### src/rtl/riscv_lsu.sv
// riscv_lsu: single-transaction load/store unit with byte lanes, extension and bus timeout.
// Optional `LSU_MISALIGN_EN: abort misaligned H/W accesses instead of truncating low address bits.
module riscv_lsu #(
   parameter int unsigned TIMEOUT_CYCLES = 256
) (
   input  logic        clk_i,
   input  logic        rst_ni,
   input  logic        core_req_i,
   input  logic        core_we_i,
   input  logic [2:0]  core_size_i,
   input  logic [31:0] core_addr_i,
   input  logic [31:0] core_wd_i,
   output logic [31:0] core_rd_o,
   output logic        core_stall_o,
   output logic        core_err_o,
   output logic        core_misalign_o,
   output logic        mem_req_o,
   output logic        mem_we_o,
   output logic [3:0]  mem_be_o,
   output logic [31:0] mem_addr_o,
   output logic [31:0] mem_wd_o,
   input  logic [31:0] mem_rd_i,
   input  logic        mem_ready_i
);

   localparam int unsigned CW = $clog2(TIMEOUT_CYCLES + 1);
   localparam logic [CW-1:0] CNT_LAST = CW'(TIMEOUT_CYCLES - 1);

   localparam logic [2:0] LDST_B  = 3'd0;
   localparam logic [2:0] LDST_H  = 3'd1;
   localparam logic [2:0] LDST_W  = 3'd2;
   localparam logic [2:0] LDST_BU = 3'd4;
   localparam logic [2:0] LDST_HU = 3'd5;

   typedef enum logic [1:0] {
      S_IDLE = 2'd0,
      S_BUSY = 2'd1,
      S_DONE = 2'd2
   } state_e;

   state_e state_q, state_d;

   logic          we_q;
   logic [2:0]    size_q;
   logic [31:0]   addr_q;
   logic [31:0]   wd_q;
   logic [CW-1:0] cnt_q;
   logic [31:0]   rd_q;
   logic          err_q;
   logic          mis_q;

   logic in_b, in_h, in_w;
   logic size_ok, mis_hit, take;
   logic q_b, q_h;
   logic timeout;
   logic [31:0] rd_sh;
   logic [15:0] rd_half;
   logic [31:0] ld_ext;
   logic [3:0]  be;
   logic [31:0] wd_rep;

   assign in_b = (core_size_i == LDST_B) || (core_size_i == LDST_BU);
   assign in_h = (core_size_i == LDST_H) || (core_size_i == LDST_HU);
   assign in_w = (core_size_i == LDST_W);

   assign size_ok = core_we_i ? (core_size_i <= LDST_W) : (in_b | in_h | in_w);

`ifdef LSU_MISALIGN_EN
   assign mis_hit = size_ok & ((in_h & core_addr_i[0]) | (in_w & (|core_addr_i[1:0])));
`else
   assign mis_hit = 1'b0;
`endif

   assign take    = (state_q == S_IDLE) && core_req_i;
   assign timeout = (cnt_q == CNT_LAST);

   assign q_b = (size_q == LDST_B) || (size_q == LDST_BU);
   assign q_h = (size_q == LDST_H) || (size_q == LDST_HU);

   always_comb begin
      be     = 4'b1111;
      wd_rep = wd_q;
      unique case (1'b1)
         q_b: begin
            be     = 4'b0001 << addr_q[1:0];
            wd_rep = {4{wd_q[7:0]}};
         end
         q_h: begin
            be     = 4'b0011 << {addr_q[1], 1'b0};
            wd_rep = {2{wd_q[15:0]}};
         end
         default: ;
      endcase
   end

   // Lane selection uses the latched address so the bus word can arrive late
   assign rd_sh   = mem_rd_i >> {addr_q[1:0], 3'b000};
   assign rd_half = addr_q[1] ? mem_rd_i[31:16] : mem_rd_i[15:0];

   always_comb begin
      ld_ext = mem_rd_i;
      unique case (size_q)
         LDST_B:  ld_ext = {{24{rd_sh[7]}}, rd_sh[7:0]};
         LDST_BU: ld_ext = {24'b0, rd_sh[7:0]};
         LDST_H:  ld_ext = {{16{rd_half[15]}}, rd_half};
         LDST_HU: ld_ext = {16'b0, rd_half};
         default: ld_ext = mem_rd_i;
      endcase
   end

   always_ff @(posedge clk_i or negedge rst_ni) begin
      if (!rst_ni) begin
         state_q <= S_IDLE;
      end else begin
         state_q <= state_d;
      end
   end

   always_comb begin
      state_d = state_q;
      unique case (state_q)
         S_IDLE: begin
            if (core_req_i) begin
               state_d = (size_ok && !mis_hit) ? S_BUSY : S_DONE;
            end
         end
         S_BUSY: begin
            if (mem_ready_i || timeout) begin
               state_d = S_DONE;
            end
         end
         S_DONE:  state_d = S_IDLE;
         default: state_d = S_IDLE;
      endcase
   end

   always_comb begin
      core_stall_o = 1'b0;
      mem_req_o    = 1'b0;
      mem_we_o     = 1'b0;
      mem_be_o     = 4'b0;
      mem_addr_o   = 32'b0;
      mem_wd_o     = 32'b0;
      unique case (state_q)
         S_IDLE: core_stall_o = core_req_i;
         S_BUSY: begin
            core_stall_o = 1'b1;
            mem_req_o    = 1'b1;
            mem_we_o     = we_q;
            mem_be_o     = be;
            mem_addr_o   = {addr_q[31:2], 2'b00};
            mem_wd_o     = wd_rep;
         end
         S_DONE:  core_stall_o = 1'b0;
         default: core_stall_o = 1'b0;
      endcase
   end

   always_ff @(posedge clk_i or negedge rst_ni) begin
      if (!rst_ni) begin
         we_q   <= 1'b0;
         size_q <= 3'b0;
         addr_q <= 32'b0;
         wd_q   <= 32'b0;
         cnt_q  <= '0;
         rd_q   <= 32'b0;
         err_q  <= 1'b0;
         mis_q  <= 1'b0;
      end else begin
         if (take) begin
            we_q   <= core_we_i;
            size_q <= core_size_i;
            addr_q <= core_addr_i;
            wd_q   <= core_wd_i;
            cnt_q  <= '0;
            rd_q   <= 32'b0;
            err_q  <= !size_ok || mis_hit;
            mis_q  <= mis_hit;
         end
         if (state_q == S_BUSY) begin
            if (mem_ready_i) begin
               rd_q <= we_q ? 32'b0 : ld_ext;
            end else begin
               cnt_q <= cnt_q + CW'(1);
               if (timeout) begin
                  rd_q  <= 32'b0;
                  err_q <= 1'b1;
               end
            end
         end
         if (state_q == S_DONE) begin
            err_q <= 1'b0;
            mis_q <= 1'b0;
         end
      end
   end

   assign core_rd_o       = rd_q;
   assign core_err_o      = err_q;
   assign core_misalign_o = mis_q;

endmodule

### config.mk
export PLATFORM = sky130hd
export DESIGN_NAME = riscv_lsu
export DESIGN_NICKNAME = d
export VERILOG_FILES = /design/src/rtl/riscv_lsu.sv
export SDC_FILE = /design/constraint.sdc
export NUM_CORES = 1
export LEC_CHECK = 0
export ABC_CLOCK_PERIOD_IN_PS = 4400
export BUFFER_PORTS_ARGS = -buffer_cell sky130_fd_sc_hd__buf_2
export CORE_UTILIZATION = 40
export CTS_BUF_LIST = sky130_fd_sc_hd__clkbuf_8
export DETAILED_ROUTE_END_ITERATION = 6
export GPL_TIMING_DRIVEN = 0
export PLACE_DENSITY = 0.78
export SYNTH_ARGS = -nofsm -noshare
export SYNTH_HDL_FRONTEND = slang
export SYNTH_SLANG_ARGS = --single-unit
### constraint.sdc
create_clock -name clk_i -period 4.4 [get_ports clk_i]
set_input_delay 0.88 -clock clk_i [delete_from_list [all_inputs] [get_ports clk_i]]
set_output_delay 0.88 -clock clk_i [all_outputs]
set_load 0.005 [all_outputs]
==> results.cfg <==
[synthesis]
syn_area_um2 = 5580
yosys-top-cells-count = 244 x nand2_1, 112 x dfrtp_1, 41 x and2_1, 40 x nor2_1, 36 x o21ai_0
synth_seq_area_share_pct = 50.2
synth_edf_count = 0
yosys_warnings = 0
ys_types = 43
yosys_register_bits = 112
synth_ff_type = dfrtp_1
syn-instance-count = 648
yosysMostFrequentCell = nand2_1
yosys.area.top_type = dfrtp_1
async_reset_ff_share_pct = 100
synth.area.top_cells = dfrtp_1 50%, nand2_1 16%, and2_1 4.6%
synthDominantCellAreaShare_pct = 50.2
syn_area_per_cell_um2 = 8.61

[critical_path]
worstPathArrival_ps = 2320
crit_end = mem_wd_o[30]
crit_path_max_fanout = 10
critPathTopFamily = buffers and inverters
r2r_slack_ps = 2070
cp-end-kind = output pin
crit_chain = clkbuf_1, buf_2, clkbuf_1, mux2i_1, nor2_1, a21oi_1, nor2_1, buf_2
path_buf_inv = 4
slowest_delay_ps = 420
path_class = flop to output pin
cp.depth = 8
r2r_start = cnt_q[3]$_DFF_PN0_
cp_slowest_cell = clkbuf_1
r2r_end = core_rd_o[22]$_DFF_PN0_
ff2ff_path_depth = 8
startpoint = size_q[0]$_DFFE_PN0P_
critPathRequiredTime_ps = 3520
cp-start-kind = flop

[floorplanning]
pin_count = 209
coreArea_um2 = 13400
dieArea_um2 = 14400
die_w_um = 120
num_rows = 42
start_util_pct = 41.6
fp.dieH_um = 120

[min_path]
min_path_type = flop to flop

[timing]
finalSetupViolCount = 0
tightest_slew_ps = 782
slew_viol_final = 0
rsz0062_at_grt = false
finalHoldViolCount = 0
final.setup.worst_slack_ps = 1200
slew_headroom_pct = 47.3
period_needed_ps = 3200
fin_crit_sh_pct = 72.8
finClkSkew_ps = 8.29
tns_ps = 0
fmax_ghz = 0.312

[pwr]
powerDensity_nw_per_um2 = 509
p_leak_nw = 3.85
total_power_mw = 3.60
max-vdd-ir-drop_v = 0.000239

[global_route]
overflow = 0
antenna_found_initial = 3
first_global_vias = 5316
grt_usage_pct = 23.6
grt_pass1_wl_um = 26300
grt_max_degree = 62

[clock_tree]
clock-sinks = 112
cts_inserted_buffers = 9
cts_resized = 0
cts_hold_buf = 0
htreeDepth = 3
clk_latency_ps = 390
cts_setup_buffers = 0
cts_max_path_buffers = 2
cts.clk_slew.worst_paths_ps = 110
cts_tree = built
root_buffer = clkbuf_8

[placed_design]
portBuffers = 205
dp_hpwl_um = 12500
post-place-ws_ps = 1640
dpl.cell_count = 1032
gp_congestion = 0.866
post_dp_cell_area_um2 = 6860

[status]
run_status = finished, final reports clean

[routing]
wl_per_cell_um = 15.7
num_vias = 5401
drc = 0
vias_per_cell = 5.14
drt_wl_total_um = 16500
first_pass_iters = 5
ant_nets = 0
drt-initial-drc-count = 392

[final_layout]
layout.cells.non_filler = 1051
drive_above_1_share_pct = 29.5
area_growth_pct = 26.8
n_fill_cell = 1256
fin_area_um2 = 7080
final_nets = 973

[run]
max-cap-violations = 0
==> flip-flops by register name (all words and copies together), names as in the netlist <==
register,count
addr_q,32
core_rd_o,32
wd_q,32
cnt_q,9
size_q,3
state_q,2
core_err_o,1
we_q,1
==> power breakdown <==
part           internal (mW)  switching, mW  total [mW]
clock network          0.271          0.380       0.651
registers               1.33          0.217        1.55
logic                  0.573          0.827        1.40
==> placed cells by master (no fill, tap or decap), drive strengths merged, types with 3 or more instances in the layout <==
master  synthesis  routed
clkinv          0       3
a211oi          7       7
a221o          16      16
a22o            8       8
inv             6       8
o21ai          36      36
dfrtp         112     112
nor3b           3       3
clkbuf         32      41
mux2i          18      18
conb            1       3
a222oi          7       7
nand3           3       3
mux2            9       9
a21oi          23      23
nand4           3       3
and2           41      41
nand2         245     245
nor2b           3       3
nor2           40      40
buf            15     221
diode           0       3
==> through the flow <==
stage               hold slack [ps]  utilization [%]
CTS                             481             52.7
detailed placement              456             51.2
global placement                450             51.0
floorplan                       437                -
global route                    499             52.8
finish                          475             52.8
==> routing by layer <==
layer | track usage (%) | vias to the layer above | wire length (um)
met5 | 0 | - | 0
met4 | 7.11 | 0 | 298
met3 | 7.89 | 26 | 1450
met2 | 38.8 | 225 | 7740
met1 | 29.2 | 2561 | 7040
li1 | - | 2589 | -
==> worst min-delay path by stage <==
stage	from	endpoint	slack, ps	cells after the start
6_report	addr_q[29]$_DFFE_PN0P_	addr_q[29]$_DFFE_PN0P_	480	2
5_1_grt	addr_q[31]$_DFFE_PN0P_	addr_q[31]$_DFFE_PN0P_	500	2
4_1_cts	addr_q[28]$_DFFE_PN0P_	addr_q[28]$_DFFE_PN0P_	480	2
3_5_place_dp	addr_q[28]$_DFFE_PN0P_	addr_q[28]$_DFFE_PN0P_	460	2
3_3_place_gp	cnt_q[5]$_DFF_PN0_	cnt_q[5]$_DFF_PN0_	450	1
2_1_floorplan	cnt_q[5]$_DFF_PN0_	cnt_q[5]$_DFF_PN0_	440	1
==> final cells by class <==
class	count	area, um^2	area share, %
flip-flops and latches	112	2800	39.6
clock inverters	7	80.1	1.13
diodes	3	7.51	0.106
multi-input cells	485	2560	36.1
inverters	6	22.5	0.318
plain buffers	47	205	2.90
well taps	176	220	3.11
clock buffers	9	124	1.75
repair buffers	206	1060	14.9
==> cell families (layout without fill, tap and decap cells) <==
family	count (synthesis)	after routing	synth area share, %
AOI/OAI and AO/OA	107	107	13.7
adders and majority gates	2	2	0.448
buffers and inverters	53	275	4.08
DFF	112	112	50.2
muxes	27	27	5.04
other	1	6	0.0672
and+or+nand+nor	346	346	26.4
==> worst register-to-register path, stage by stage, from the launching register on <==
cell and delay [ps]:
dfrtp_1 420, and3_1 210, nand3_1 140, nor2_1 140
ha_1 220, nor2_1 60, a211o_1 370, clkbuf_1 270
a221o_2 400
Power figures use the tool's default switching activity.
